## src/rtl/seq_detector_moore_wrapper.sv

```systemverilog
// Board wrapper: Moore FSM flagging runs of three or more consecutive 1s on ain, plus a 4-bit detect-cycle counter.
// Optional define INPUT_SYNC_EN inserts a 2-flop synchronizer on ain ahead of the FSM.
module seq_detector_moore_wrapper #(
  parameter int unsigned COUNT_SAT = 0
) (
  input  logic       sys_clock,
  input  logic       reset,
  input  logic       ain,
  output logic [3:0] count,
  output logic       detected
);

  localparam int unsigned CountW = 4;
  localparam logic [CountW-1:0] CountMax = {CountW{1'b1}};

  typedef enum logic [1:0] {
    S0 = 2'd0,
    S1 = 2'd1,
    S2 = 2'd2,
    S3 = 2'd3
  } state_t;

  state_t            state;
  state_t            state_next;
  logic              ain_fsm;
  logic [CountW-1:0] count_next;

`ifdef INPUT_SYNC_EN
  logic [1:0] sync_q;

  // Two-stage synchronizer; cleared by reset like the rest of the design.
  always_ff @(posedge sys_clock) begin
    if (!reset) begin
      sync_q <= 2'b00;
    end else begin
      sync_q <= {sync_q[0], ain};
    end
  end

  assign ain_fsm = sync_q[1];
`else
  assign ain_fsm = ain;
`endif

  // State, flag and counter registers; reset wins over ain.
  always_ff @(posedge sys_clock) begin
    if (!reset) begin
      state    <= S0;
      detected <= 1'b0;
      count    <= '0;
    end else begin
      state    <= state_next;
      detected <= (state_next == S3);
      count    <= count_next;
    end
  end

  // Next-state and counter update.
  always_comb begin
    state_next = S0;
    count_next = count;
    case (state)
      S0:      state_next = ain_fsm ? S1 : S0;
      S1:      state_next = ain_fsm ? S2 : S0;
      S2:      state_next = ain_fsm ? S3 : S0;
      S3:      state_next = ain_fsm ? S3 : S0;
      default: state_next = S0;
    endcase
    if (state_next == S3) begin
      if ((COUNT_SAT != 0) && (count == CountMax)) begin
        count_next = count;
      end else begin
        count_next = count + CountW'(1);
      end
    end
  end

endmodule

```

## config.mk

```make
export PLATFORM = sky130hd
export DESIGN_NAME = seq_detector_moore_wrapper
export DESIGN_NICKNAME = d
export VERILOG_FILES = /design/src/rtl/seq_detector_moore_wrapper.sv
export SDC_FILE = /design/constraint.sdc
export NUM_CORES = 1
export LEC_CHECK = 0
export ABC_AREA = 1
export ABC_CLOCK_PERIOD_IN_PS = 800
export CORE_AREA = 4 4 41 43
export CTS_BUF_LIST = sky130_fd_sc_hd__clkbuf_4
export DETAILED_ROUTE_END_ITERATION = 8
export DIE_AREA = 0 0 45 47
export GPL_TIMING_DRIVEN = 0
export HOLD_SLACK_MARGIN = 0.12
export PLACE_DENSITY = 0.43
export SKIP_LAST_GASP = 1
export SLEW_MARGIN = 20
export SYNTH_ARGS = -nofsm -noshare
export SYNTH_HDL_FRONTEND = slang
export SYNTH_SLANG_ARGS = --single-unit
export TNS_END_PERCENT = 50
```

## constraint.sdc

```tcl
create_clock -name sys_clock -period 0.8 [get_ports sys_clock]
set_input_delay 0.08 -clock sys_clock [delete_from_list [all_inputs] [get_ports sys_clock]]
set_output_delay 0.08 -clock sys_clock [all_outputs]
set_load 0.05 [all_outputs]
```

== Word level (Yosys, flattened, before mapping) ==
Cells that the tools add are included.

* Add/sub/neg operators: 1
* Equal/unequal tests: 4
* Mux-type cells: 4
* Reductions and logical operators: 2

{| class="wikitable"
|+ Operators with widths
! cell !! number
|-
| == test 2 bit, second input constant || 3
|-
| one-hot mux 2 bit (3 select lines) || 1
|-
| adder 4 x 1 -> 4 bit, second input constant || 1
|-
| 2-to-1 mux 2 bit || 2
|-
| == test 2 x 1 -> 1 bit, second input constant || 1
|-
| logical NOT 2 bit || 1
|-
| OR reduction 2 bit || 1
|-
| 2-to-1 mux 1 bit || 1
|}

* Register bits: 7
* Bits of input ports: 3
* Output and inout port bits: 5
* Word-level logic and storage cells: 14

== Longest topological paths before layout ==
Gate-level depths: netlist (run 1).

* Depth after elaboration: 4
* Depth in mapped cells: 5
* Mapped depth without buffers: 5

== Worst setup path before layout (run 1) ==
Ideal clock, no wire load.

* Kind: reg-to-reg
* From: reg count[1]
* To: reg count[1]
* Library setup time: 117 ps
* Arrival: 1,129 ps
* Required time: 683 ps
* Slack: -446 ps
* Stages on the path, launching flop included: 4
* Path buffers: 0
* Period minus slack after synthesis: 1,246 ps
* Cell sequence: dfxtp_1 -> ha_1 -> o21ai_1 -> nor2_1

* Cells in the longest elaborated chain, start to end: 1

{| class="wikitable"
|+ RTL lines
! what !! RTL line !! text
|-
| start, declared || 9 || <nowiki>output logic [3:0] count,</nowiki>
|-
| start signal, assigned || 54 || <nowiki>count <= count_next;</nowiki>
|-
| adder 4 x 1 -> 4 bit || 73 || <nowiki>count_next = count + CountW'(1);</nowiki>
|}

No other way between the ends.
A chain may end at the register's enable or synchronous reset.

== Worst setup path in the final report (run 1) ==
* From: reg count[1]
* To: out count[1]

No word-level cell between the ends.

==> flow_metrics.tcl, run 1 <==
set metrics [dict create \
    cts_htree_levels 1 \
    cts-buffers-inserted 3 \
    cts_tree "done" \
    seq_area_frac_synth_pct 52.58 \
    row_count 13 \
    vias 238 \
    grtUsageTotal_pct 6.008 \
    required_ns 0.72 \
    synth_edf_count 0 \
    max_freq_ghz 1.167 \
    timing.hold.ws_ns 0.1883 \
    ys.flop_type "dfxtp_1" \
    drt-total-wl_um 513 \
    cp-start-kind "register" \
    crit_chain "buf_8" \
    yosysMostFrequentCell "dfxtp_1" \
    post_cts_buffers 0 \
    yosysUniqueCellTypes 11 \
    critPathMaxFanout 4 \
    max-vdd-ir-drop_v 0.0006178 \
    finalMaxSlewViolations 0 \
    cts_max_path_buffers 2 \
    path_clk_slew_ns 0.05 \
    cts.sinks 7 \
    drive_gt1_share_pct 46.67 \
    cap_violations 0 \
    hold_buffers 0 \
    synth_area_um2 266.5 \
    multi_input_area_um2 138.9 \
    yosysTopAreaCell "dfxtp_1" \
    min_period_over_period_pct 107.1 \
    clk_latency_ns 0.25 \
    start_util_pct 20.48 \
    setup_violations 8 \
    power_leakage_nw 0.1875 \
    worst_ep_arrival_time_ns 0.78 \
    critPathMaxStageDelay_ns 0.38 \
    cp_top_family "flip-flops" \
    first_global_vias 208 \
    violations "negative setup slack" \
    tightest_slew_ns 0.2029 \
    yosysWarnings 0 \
    netlist_top_cells_count "dfxtp_1 (7), nor2_1 (6), inv_1 (5)" \
    grt_max_degree 7 \
    hold_class "in2reg" \
    port_buffers 7 \
    rsz0062_at_grt "yes" \
    drc_errors 0 \
    preCtsSetupSlack_ns -0.4382 \
    hpwl_um 404.1 \
    critPathKind "reg2out" \
    ios 8 \
    grt_pass1_wl_um 779 \
    status "complete, but fails checks" \
    period_needed_ns 0.8570 \
    dieWidth_um 45 \
    finalSetupTns_ns -0.2759 \
    antenna_cells 0 \
    root_buffer "clkbuf_4" \
    die_y_um 47 \
    design_area_um2 450.4 \
    cp_num_buf_inv 1 \
    wl_per_cell_um 8.550 \
    dieArea_um2 2115 \
    ys_ff_latch 7 \
    finalClockSkew_ns 0.0009924 \
    netlist_top_cells_area "dfxtp_1 (53%), nor2_1 (8.5%), a21oi_1 (7.5%)" \
    syn_inst 34 \
    seqCellArea_um2 153.9 \
    placed_area_um2 382.9 \
    synth_top_area_share_pct 52.58 \
    end_kind "output port" \
    antenna_found_initial 0 \
    syn_nets 38 \
    gp_congestion 0.7085 \
    antenna_left 0 \
    setup_ws_ns -0.05697 \
    slew_headroom_pct 86.43 \
    avgSynthCellArea_um2 7.838 \
    coreArea_um2 1301 \
    power_density_nw_per_um2 1716 \
    num-fill-cells 145 \
    nets 50 \
    syn_to_final_growth_pct 69.01 \
    drt_pre_antenna_iters 2 \
    async_reset_ff_share_pct 0 \
    cp_slowest_cell "dfxtp_4" \
    grt_overflow 0 \
    viasPerCell 3.967 \
    drtIter0Drc 1 \
    final_hold_viol_count 0 \
]
through the flow:
stage,util (%),total power (W),instances
6_report,34.62,0.0007730,60
5_1_grt,34.62,0.0008227,60
4_1_cts,33.17,0.0007922,60
3_5_place_dp,29.42,0.0004189,56
3_3_place_gp,29.42,0.0004176,56
2_1_floorplan,-,0.0003944,34
metal layers:
layer,global-route usage [%],vias up,share of wire (%)
met1,5.695,98,43
met4,10.53,0,4.3
met2,7.627,7,48
met5,0,-,0
li1,-,129,-
met3,2.299,4,5.1
worst paths after layout:
check / cells past startpoint / endpoint / start / slack [ns]
hold reg to reg: 1 / state[0]$_SDFF_PN0_ / state[0]$_SDFF_PN0_ / 0.45
setup reg to reg: 5 / count[2]$_SDFFE_PN0P_ / count[1]$_SDFFE_PN0P_ / -0.05
setup / recovery: 1 / count[1] / count[1]$_SDFFE_PN0P_ / -0.06
hold / removal: 3 / state[1]$_SDFF_PN0_ / ain / 0.19
placed cells by master, fill, tap and decap left out:
master           count
nor2_4               1
clkdlybuf4s50_1      1
nand2_1              4
inv_1                3
o21ai_2              1
nor3_2               1
o21ai_1              2
dfxtp_2              2
buf_4                1
nand3_1              1
ha_4                 1
a21oi_1              4
dlymetal6s2s_1       1
nor2_1               6
inv_2                2
clkbuf_4             4
dfxtp_1              2
nand2_4              1
dfxtp_4              3
buf_8                4
kinds of logic after synthesis:
kind of cell | count (synthesis) | share of synthesized area, %
adder cells (fa/ha/maj) | 1 | 4.694
AND/OR/NAND/NOR | 14 | 22.53
buffers and inverters | 5 | 7.043
AO/OA/AOI/OAI | 7 | 13.14
flip-flops | 7 | 52.58
report_power, final:
group / switching (W) / internal [W] / leakage, nW
Combinational: 0.0000325 / 0.0000257 / 0.109
Clock: 0.000132 / 0.000224 / 0.0184
Sequential: 0.00000868 / 0.000350 / 0.0602
Total: 0.000173 / 0.000600 / 0.188
state kept, by name, summed over array words and instances, names as in the netlist:
name and count:
state 2, detected 1, count 4
tightest hold or removal path: stages:
cell and delay, ns:
dlymetal6s2s_1 0.16, nand2_1 0.11, nor2_1 0.05
final cells by class:
| type | count | area share (%) |
|---|---|---|
| Inverter | 5 | 4.167 |
| Timing Repair Buffer | 7 | 20.00 |
| Clock buffer | 4 | 6.667 |
| Tap cell | 15 | 4.167 |
| Multi-Input combinational cell | 22 | 30.83 |
| Sequential cell | 7 | 34.17 |
what timing repair did:
item                       CTS  global route
pin swaps                    0             4
setup endpoints to repair    8             8
resized for setup           39             6
Power figures use the tool's default switching activity.
==> inputs of run 2 (changes only) <==
- CTS_CLUSTER_DIAMETER: unset -> 40
==> results of run 2 <==
Final layout, timing and power as in run 1 (identical DEF).
